**config.mk**
```make
export PLATFORM = sky130hd
export DESIGN_NAME = ac97_sdata_in_receiver
export DESIGN_NICKNAME = d
export VERILOG_FILES = /design/src/rtl/ac97_pkg.sv /design/src/rtl/ac97_frame_tracker.sv /design/src/rtl/ac97_sdata_in_receiver.sv
export SDC_FILE = /design/constraint.sdc
export NUM_CORES = 1
export LEC_CHECK = 0
export CAP_MARGIN = 5
export CORE_MARGIN = 2
export CORE_UTILIZATION = 45
export DETAILED_ROUTE_END_ITERATION = 10
export PLACE_DENSITY = 0.66
export SETUP_SLACK_MARGIN = 0.3
export SKIP_LAST_GASP = 1
export SYNTH_ARGS = -nofsm -noshare
export SYNTH_HDL_FRONTEND = slang
export SYNTH_HIERARCHICAL = 1
export SYNTH_SLANG_ARGS = --single-unit
```
**constraint.sdc**
```tcl
create_clock -name bit_clk -period 3.3 [get_ports bit_clk]
set_input_delay 0.66 -clock bit_clk [delete_from_list [all_inputs] [get_ports bit_clk]]
set_output_delay 0.66 -clock bit_clk [all_outputs]
set_load 0.02 [all_outputs]
```
**src/rtl/ac97_pkg.sv**
```systemverilog
// ac97_pkg
// Shared AC-link frame geometry, field bit windows, tag bit positions and the
// frame tracker state type for the sdata_in receiver.
// Ports: none (package).
package ac97_pkg;

  localparam int FRAME_BITS  = 256;
  localparam int SLOT0_BITS  = 16;
  localparam int SLOT_BITS   = 20;

  localparam int SLOT1_START = 16;
  localparam int SLOT2_START = 36;
  localparam int SLOT3_START = 56;
  localparam int SLOT4_START = 76;

  // Bit-counter windows for each captured field (inclusive).
  localparam logic [7:0] LAST_BIT    = 8'(FRAME_BITS - 1);
  localparam logic [7:0] TAG_LAST    = 8'(SLOT0_BITS - 1);
  localparam logic [7:0] ADDR_FIRST  = 8'(SLOT1_START + 1);
  localparam logic [7:0] ADDR_LAST   = 8'(SLOT1_START + 7);
  localparam logic [7:0] DATA_FIRST  = 8'(SLOT2_START);
  localparam logic [7:0] DATA_LAST   = 8'(SLOT2_START + 15);
  localparam logic [7:0] LEFT_FIRST  = 8'(SLOT3_START);
  localparam logic [7:0] LEFT_LAST   = 8'(SLOT3_START + SLOT_BITS - 1);
  localparam logic [7:0] RIGHT_FIRST = 8'(SLOT4_START);
  localparam logic [7:0] RIGHT_LAST  = 8'(SLOT4_START + SLOT_BITS - 1);

  localparam int TAG_READY_BIT = 15;

  typedef enum logic [1:0] {
    HUNT    = 2'd0,
    ACQUIRE = 2'd1,
    LOCKED  = 2'd2
  } trk_state_e;

  // Tag bit carrying the valid flag of slot n (1..12).
  function automatic int tag_slot_bit(input int slot);
    return SLOT0_BITS - 1 - slot;
  endfunction

  function automatic logic field_hit(input logic [7:0] cnt,
                                     input logic [7:0] lo,
                                     input logic [7:0] hi);
    return (cnt >= lo) && (cnt <= hi);
  endfunction

endpackage

```
**src/rtl/ac97_frame_tracker.sv**
```systemverilog
// ac97_frame_tracker
// Frame alignment from sync: bit counter, lock counter and the HUNT/ACQUIRE/
// LOCKED state machine.
//
// state   | meaning
// HUNT    | no alignment, waiting for any sync rise
// ACQUIRE | counting frames, checking sync spacing until LOCK_FRAMES good rises
// LOCKED  | aligned; frames are deliverable
//
// Ports:
//   bit_clk, reset_b   clock / async active-low reset
//   sync               frame sync
//   bit_cnt            index of the bit sampled on the current edge
//   in_locked_frame    current frame started (bit 0) while LOCKED
//   frame_end          combinational: expected sync rise at bit 255 while LOCKED
//   sync_error         registered one-cycle pulse on misplaced/missing sync
//   locked             registered, 1 while LOCKED
module ac97_frame_tracker
  import ac97_pkg::*;
#(
  parameter int LOCK_FRAMES = 2
) (
  input  logic       bit_clk,
  input  logic       reset_b,
  input  logic       sync,
  output logic [7:0] bit_cnt,
  output logic       in_locked_frame,
  output logic       frame_end,
  output logic       sync_error,
  output logic       locked
);

  localparam logic [7:0] LOCK_TARGET = 8'(LOCK_FRAMES);

  trk_state_e state;
  logic       sync_q;
  logic [7:0] lock_cnt;
  logic       sync_rise;
  logic       at_last;

  assign sync_rise = sync & ~sync_q;
  assign at_last   = (bit_cnt == LAST_BIT);
  assign frame_end = (state == LOCKED) && at_last && sync_rise;

  always_ff @(posedge bit_clk or negedge reset_b) begin
    if (!reset_b) begin
      state           <= HUNT;
      sync_q          <= 1'b0;
      bit_cnt         <= 8'd0;
      lock_cnt        <= 8'd0;
      in_locked_frame <= 1'b0;
      sync_error      <= 1'b0;
      locked          <= 1'b0;
    end else begin
      sync_q     <= sync;
      sync_error <= 1'b0;
      bit_cnt    <= bit_cnt + 8'd1;
      if (bit_cnt == 8'd0)
        in_locked_frame <= (state == LOCKED);

      case (state)
        HUNT: begin
          bit_cnt         <= 8'd0;
          in_locked_frame <= 1'b0;
          if (sync_rise) begin
            state    <= ACQUIRE;
            lock_cnt <= 8'd0;
          end
        end

        ACQUIRE: begin
          if (at_last) begin
            if (sync_rise) begin
              if (lock_cnt + 8'd1 >= LOCK_TARGET) begin
                state    <= LOCKED;
                locked   <= 1'b1;
                lock_cnt <= 8'd0;
              end else begin
                lock_cnt <= lock_cnt + 8'd1;
              end
            end else begin
              state    <= HUNT;
              bit_cnt  <= 8'd0;
              lock_cnt <= 8'd0;
            end
          end else if (sync_rise) begin
            sync_error <= 1'b1;
            bit_cnt    <= 8'd0;
            lock_cnt   <= 8'd0;
          end
        end

        LOCKED: begin
          if (at_last) begin
            if (!sync_rise) begin
              sync_error      <= 1'b1;
              state           <= HUNT;
              locked          <= 1'b0;
              bit_cnt         <= 8'd0;
              in_locked_frame <= 1'b0;
            end
          end else if (sync_rise) begin
            // Early sync: abandon the partial frame and re-qualify spacing.
            sync_error      <= 1'b1;
            state           <= ACQUIRE;
            locked          <= 1'b0;
            bit_cnt         <= 8'd0;
            lock_cnt        <= 8'd0;
            in_locked_frame <= 1'b0;
          end
        end

        default: begin
          state  <= HUNT;
          locked <= 1'b0;
        end
      endcase
    end
  end

endmodule

```
**src/rtl/ac97_sdata_in_receiver.sv**
```systemverilog
// ac97_sdata_in_receiver
// AC-link sdata_in deserializer: shifts slot 0 tag, status address/data and
// PCM left/right into shadow registers and copies them to the outputs when a
// locked frame completes with a correctly placed sync.
//
// Ports:
//   bit_clk, reset_b         codec bit clock / async active-low reset
//   sync, sdata_in           frame sync and serial data (MSB first)
//   locked                   frame alignment established
//   codec_ready, slot_valid  tag of last delivered frame (slot_valid[n-1] = slot n)
//   status_addr/status_data  slot 1 / slot 2 status fields
//   pcm_left/pcm_right       slot 3 / slot 4, MSB-aligned to PCM_WIDTH
//   frame_done, status_valid, pcm_valid, sync_error   one-cycle pulses
module ac97_sdata_in_receiver
  import ac97_pkg::*;
#(
  parameter int PCM_WIDTH   = 20,
  parameter int LOCK_FRAMES = 2
) (
  input  logic                 bit_clk,
  input  logic                 reset_b,
  input  logic                 sync,
  input  logic                 sdata_in,
  output logic                 locked,
  output logic                 codec_ready,
  output logic [11:0]          slot_valid,
  output logic [6:0]           status_addr,
  output logic [15:0]          status_data,
  output logic [PCM_WIDTH-1:0] pcm_left,
  output logic [PCM_WIDTH-1:0] pcm_right,
  output logic                 frame_done,
  output logic                 status_valid,
  output logic                 pcm_valid,
  output logic                 sync_error
);

  logic [7:0]  bit_cnt;
  logic        in_locked_frame;
  logic        frame_end;
  logic        deliver;

  logic [15:0] tag_sh;
  logic [6:0]  addr_sh;
  logic [15:0] data_sh;
  logic [19:0] left_sh;
  logic [19:0] right_sh;
  logic [11:0] tag_slots;
  logic        status_ok;
  logic        pcm_ok;

  ac97_frame_tracker #(
    .LOCK_FRAMES (LOCK_FRAMES)
  ) u_tracker (
    .bit_clk         (bit_clk),
    .reset_b         (reset_b),
    .sync            (sync),
    .bit_cnt         (bit_cnt),
    .in_locked_frame (in_locked_frame),
    .frame_end       (frame_end),
    .sync_error      (sync_error),
    .locked          (locked)
  );

  assign deliver = frame_end & in_locked_frame;

  // Tag bit 14 is slot 1, so slot_valid is the tag slice in reversed order.
  always_comb begin
    tag_slots = '0;
    for (int n = 1; n <= 12; n++)
      tag_slots[n-1] = tag_sh[tag_slot_bit(n)];
  end

  assign status_ok = tag_sh[TAG_READY_BIT] & tag_slots[0] & tag_slots[1];
  assign pcm_ok    = tag_sh[TAG_READY_BIT] & tag_slots[2] & tag_slots[3];

  always_ff @(posedge bit_clk or negedge reset_b) begin
    if (!reset_b) begin
      tag_sh   <= '0;
      addr_sh  <= '0;
      data_sh  <= '0;
      left_sh  <= '0;
      right_sh <= '0;
    end else begin
      if (bit_cnt <= TAG_LAST)
        tag_sh <= {tag_sh[14:0], sdata_in};
      if (field_hit(bit_cnt, ADDR_FIRST, ADDR_LAST))
        addr_sh <= {addr_sh[5:0], sdata_in};
      if (field_hit(bit_cnt, DATA_FIRST, DATA_LAST))
        data_sh <= {data_sh[14:0], sdata_in};
      if (field_hit(bit_cnt, LEFT_FIRST, LEFT_LAST))
        left_sh <= {left_sh[18:0], sdata_in};
      if (field_hit(bit_cnt, RIGHT_FIRST, RIGHT_LAST))
        right_sh <= {right_sh[18:0], sdata_in};
    end
  end

  always_ff @(posedge bit_clk or negedge reset_b) begin
    if (!reset_b) begin
      codec_ready  <= 1'b0;
      slot_valid   <= '0;
      status_addr  <= '0;
      status_data  <= '0;
      pcm_left     <= '0;
      pcm_right    <= '0;
      frame_done   <= 1'b0;
      status_valid <= 1'b0;
      pcm_valid    <= 1'b0;
    end else begin
      frame_done   <= deliver;
      status_valid <= deliver & status_ok;
      pcm_valid    <= deliver & pcm_ok;
      if (deliver) begin
        codec_ready <= tag_sh[TAG_READY_BIT];
        slot_valid  <= tag_slots;
        if (status_ok) begin
          status_addr <= addr_sh;
          status_data <= data_sh;
        end
        if (pcm_ok) begin
          pcm_left  <= left_sh[SLOT_BITS-1 -: PCM_WIDTH];
          pcm_right <= right_sh[SLOT_BITS-1 -: PCM_WIDTH];
        end
      end
    end
  end

endmodule

```
==> results_dict.tcl <==
set metrics [dict create \
    pwr-share-seq_pct 49.2 \
    syn_inst 482 \
    cts_tree "done" \
    p_clk_share_pct 44.0 \
    utilization_pct 56.6 \
    cts_root_buf "clkbuf_16" \
    cts_made_buffers 17 \
    remaining_drc_errors 0 \
    ctsHoldBuffers 0 \
    worstPathArrival_ns 3.01 \
    syn_area_mm2 0.00723 \
    regArea_mm2 0.00450 \
    wl_met3_um 512 \
    crit_path_max_fanout 41 \
    cp-end-kind "flip-flop" \
    grt_first_pass_wirelength_mm 20.4 \
    post_drt_wl_per_cell_um 15.1 \
    grt_util_all_layers_pct 15.4 \
    ys_ff_latch 180 \
    routed_wl_mm 12.1 \
    hold_slack_ns 0.0917 \
    drt_first_pass_iters 4 \
    p_leak_uw 0.00430 \
    slew_viol_final 0 \
    viasPerCell 5.05 \
    setup_total_negative_slack_ns 0 \
    htreeDepth 4 \
    post-place-ws_ns 0.332 \
    layout.nets 587 \
    synth_fp_nets 495 \
    diodes 0 \
    grt_pass1_vias 4036 \
    fin_crit_ns 2.70 \
    rr_startpoint "u_tracker/bit_cnt[0]" \
    yosys_warnings 6 \
    p_int_uw 3590 \
    drive_gt1_share_pct 34.8 \
    yosysSeqAreaShare_pct 62.3 \
    crit_type "flip-flop to flip-flop" \
    post-dp-hpwl_mm 7.87 \
    maxUsedRoutingLayer "met4" \
    io_buffers 84 \
    overflow 0 \
    rsz0062_at_grt "no" \
    synth_edf_count 0 \
    hp-class "primary input to asynchronous set/reset pin" \
    setup_viol 0 \
    hold_viol 0 \
    slew_headroom_pct 62.8 \
    powerDensity_mw_per_mm2 520 \
    ant_nets 0 \
    insertion_delay_ns 0.42 \
    power_switching_uw 1050 \
    num_rows 46 \
    met1_length_mm 5.73 \
    start_util_pct 45.8 \
    post-route-period-util_pct 81.9 \
    ios 85 \
    switching_share_pct 22.7 \
    synth-main-ff-cell "dfrtp_1" \
    gp_congestion 0.821 \
    crit_chain "ha_1 > and4_1 > and4_1 > and3_1 > and3_1 > and3_2 > buf_12 > mux2_2" \
    final.fill_count 1277 \
    area_growth_pct 23.5 \
    grt_max_degree 93 \
    max_cap_viol_count 0 \
    antenna_found_initial 0 \
    clk_path_buf_depth 2 \
    cp_slowest_cell "dfrtp_1" \
    clk_pin_slew_ns 0.06 \
    drt_iter0_drc 164 \
    p_comb_share_pct 6.8 \
    cts.repair.resized 0 \
    cts_setup_buffers 0 \
    fin_skew_ns 0.00451 \
    critPathMaxStageDelay_ns 0.43 \
    crit_start "u_tracker/bit_cnt[0]" \
    route.met2.wl_mm 5.62 \
    core_area_mm2 0.0158 \
    fmax_mhz 370 \
    routed-via-count 4052 \
    outcome "complete, no violations" \
    fp.dieW_um 131 \
    avgSynthCellArea_um2 15.0 \
    die_h_um 131 \
    worst_pin_slew_ns 0.557 \
    critPathRequiredTime_ns 3.61 \
    synthArstFlopShare_pct 100 \
    vdd_ir_drop_max_uv 337 \
    startpoint_type "flip-flop" \
    setup_slack_ns 0.597 \
    multi_input_area_mm2 0.00257 \
    yosysUniqueCellTypes 48 \
    clock_sinks 180 \
    die-area_mm2 0.0171 \
]
-- registers in the layout (all words and copies together) (netlist names), 2 cells and up --
signal and cells:
pcm_left 20, addr_sh 7, u_tracker/lock_cnt 8, u_tracker/state 2, tag_sh 16, status_data 16, pcm_right 20, right_sh 20
data_sh 16, status_addr 7, u_tracker/bit_cnt 8, slot_valid 12, left_sh 20
-- per-layer routing --
| layer | global-route usage (%) | vias to the layer above |
|---|---|---|
| met5 | 0 | - |
| li1 | - | 1913 |
| met1 | 20.6 | 2056 |
| met2 | 23.5 | 64 |
| met4 | 6.76 | 0 |
| met3 | 4.44 | 19 |
-- cells in the mapped netlist, types with 4 or more instances --
library cell	number	area [um^2]
inv_1	8	30.0
nand3_1	5	25.0
nor2_1	13	48.8
ha_1	9	113
a21oi_1	5	25.0
mux2_2	154	1730
nor3_1	7	35.0
and3_1	7	43.8
dfrtp_1	180	4500
o21ai_0	4	20.0
a211oi_1	4	30.0
buf_4	4	30.0
a21o_1	4	30.0
xor2_1	4	35.0
buf_2	9	45.0
nand2_1	10	37.5
and2_1	8	50.1
xnor2_1	5	43.8
-- power by group through the flow --
| stage | clock network [uW] | logic (uW) | registers (uW) |
|---|---|---|---|
| floorplan | 0 | 208 | 2320 |
| global placement | 0 | 310 | 2320 |
| finish | 2040 | 318 | 2290 |
| global route | 2190 | 364 | 2290 |
| detailed placement | 0 | 320 | 2330 |
| CTS | 2110 | 322 | 2280 |
-- final cells by class --
class	count	area share (%)
flip-flops and latches	180	50.4
repair buffers	92	10.5
inverters	9	0.378
clock buffers	19	5.07
well taps	216	3.03
multi-input cells	274	28.8
clock inverters	12	1.71
-- logic make-up (layout without fill, tap and decap cells) --
kind of cell / Yosys count / after routing / synth area share, %
muxes: 155 / 155 / 24.1
xor gates and xnor gates: 9 / 9 / 1.09
DFF: 180 / 180 / 62.3
buffers and inverters: 28 / 132 / 2.09
adders and majority gates: 9 / 9 / 1.56
and+or+nand+nor: 73 / 73 / 5.97
AOI/OAI and AO/OA: 28 / 28 / 2.86
-- layout by cell type, fill, tap and decap left out, drive strengths merged, types with 2 or more instances in the layout --
cell type,n
nand2b,3
clkinv,6
nor2,13
nand3,6
xor2,4
o21ai,4
nor4,2
o211ai,2
dfrtp,180
nor3,7
bufinv,3
a21o,4
clkbuf,19
xnor2,5
nand4b,2
mux2,154
and4,3
buf,9
a211oi,4
nand2,10
or3,2
and2,8
nand4,2
clkdlybuf4s50,83
ha,9
and3,7
inv,11
nor3b,2
a21oi,6
-- worst paths after layout --
path                                         to  slack [ns]  cells after the start
max in group asynchronous         slot_valid[2]        2.45                      2
min in group bit_clk                 tag_sh[15]        0.50                      1
worst min-delay path            status_data[10]        0.09                      1
worst max-delay path               pcm_right[5]        0.60                      8
worst max register to register     pcm_right[5]        0.60                      8
worst min register to register       tag_sh[15]        0.50                      1
-- worst max-delay path, delay by kind of cell, from the launching register on --
family	cells	cell delay [ns]
AND/OR/NAND/NOR	5	1.28
buffers and inverters	1	0.23
flip-flops	1	0.43
multiplexers	1	0.37
adder cells (fa/ha/maj)	1	0.23
-- per-stage QoR --
stage / cell area (um^2) / instances / power, uW
6_report: 8930 / 802 / 4650
5_1_grt: 8930 / 802 / 4850
2_1_floorplan: 7230 / 482 / 2530
3_3_place_gp: 8320 / 771 / 2630
4_1_cts: 8930 / 802 / 4720
3_5_place_dp: 8320 / 771 / 2650
Note: power is estimated with default switching activity, not from simulation.
==> variant (same settings) <==
Make the reset (`reset_b`) synchronous in 3 clocked blocks. Comments in the files are not updated.
--- a/src/rtl/ac97_frame_tracker.sv
+++ b/src/rtl/ac97_frame_tracker.sv
@@ -44,3 +44,3 @@
 
-  always_ff @(posedge bit_clk or negedge reset_b) begin
+  always_ff @(posedge bit_clk) begin
     if (!reset_b) begin
--- a/src/rtl/ac97_sdata_in_receiver.sv
+++ b/src/rtl/ac97_sdata_in_receiver.sv
@@ -75,3 +75,3 @@
 
-  always_ff @(posedge bit_clk or negedge reset_b) begin
+  always_ff @(posedge bit_clk) begin
     if (!reset_b) begin
@@ -96,3 +96,3 @@
 
-  always_ff @(posedge bit_clk or negedge reset_b) begin
+  always_ff @(posedge bit_clk) begin
     if (!reset_b) begin
Function: differs if reset_b is asserted again (counterexample within 4 cycles, from zero or initial values and one cycle with reset_b low); with reset_b held inactive, the same outputs for 10 cycles.
==> variant against the unedited design <==
Synthesized area up 0.12%; cell count increased by 33%; worst setup slack better by 150 ps; sequential cell count did not move; fmax rose by 6.0%; sequential share of layout area shrank 9.5 points; cell area decreased by 1.4%; wire length grew 26%; first-iteration DRC count grew 140%; critical path depth unchanged; critical endpoint is now status_addr[0]; largest cell class unchanged.
Power is not compared: it rests on default switching activity, and its combinational part moved more than twofold at a synthesized area within 25%.
==> variant: results <==
[sta]
fin_skew_ps = 11.2

[synthesis]
yosys_most_used_dff = "dfxtp_1"
ys_seq_area_frac = 0.498
synthArstFlopShare = 0
synth.area.mux_share = 0.0608
synth_adder_area_share = 0.0156
synth_xor_area_frac = 0.0109
synthTopCellsByArea = "dfxtp_1, a21boi_0, nand3_1, mux2i_1, o21ai_0"
netlist_top_cells_count = "dfxtp_1, nand2_1, a21boi_0"

[min_path]
hold_class = "register to register"

[finish]
clock_area_frac = 0.0708
seq_area_frac = 0.409
multi_input_comb_area_um2 = 3340
comb.multi_input.count = 543
n_sequential_cell = 180
nNetsFinal = 854

[critical_path]
reg2reg_from = "u_tracker/bit_cnt[0]"
worstPathMaxFanout = 66
r2r_setup_slack_ps = 750

[route]
wl_per_cell_um = 14.3
drt_iter0_markers = 392
wl_met2_mm = 7.06
wl_met3_um = 510
wl_met1_mm = 7.49

[global_routing]
grt_max_degree = 75
use_met2 = 0.301
use_met1 = 0.251
grt_pass1_wl_mm = 25.9

[placement]
place_ws_ps = 677
gp_congestion = 0.825

[clock_network]
clk-insertion-delay-late_ps = 440

[outcome]
status = "completed"
-- variant: per-stage QoR --
stage	power, mW	hold slack, ps	cell area [um^2]	instances	utilization
3_5_place_dp	2.37	451	8180	1038	0.517
2_1_floorplan	2.34	431	7240	795	-
3_3_place_gp	2.37	442	8180	1038	0.517
6_report	4.43	455	8800	1070	0.556
4_1_cts	4.48	452	8800	1070	0.556
5_1_grt	4.59	485	8800	1070	0.556
-- variant: critical path, stage by stage, from the launching register on --
cell      delay, ps
dfxtp_1         400
ha_1            200
and3_1          210
and4_1          420
and3_1          350
and3_2          240
buf_12          250
nand3_1         120
a21boi_0        210
-- variant: worst max path at each step --
stage	to	slack, ps	cells after the start	start
final	status_addr[0]	750	8	u_tracker/bit_cnt[0]
after global routing	pcm_right[9]	560	8	u_tracker/bit_cnt[0]
after CTS	status_addr[0]	810	8	u_tracker/bit_cnt[0]
after detailed placement	pcm_right[18]	680	8	sync
after global placement	pcm_right[9]	760	8	sync
after floorplan	status_addr[0]	920	10	u_tracker/bit_cnt[0]
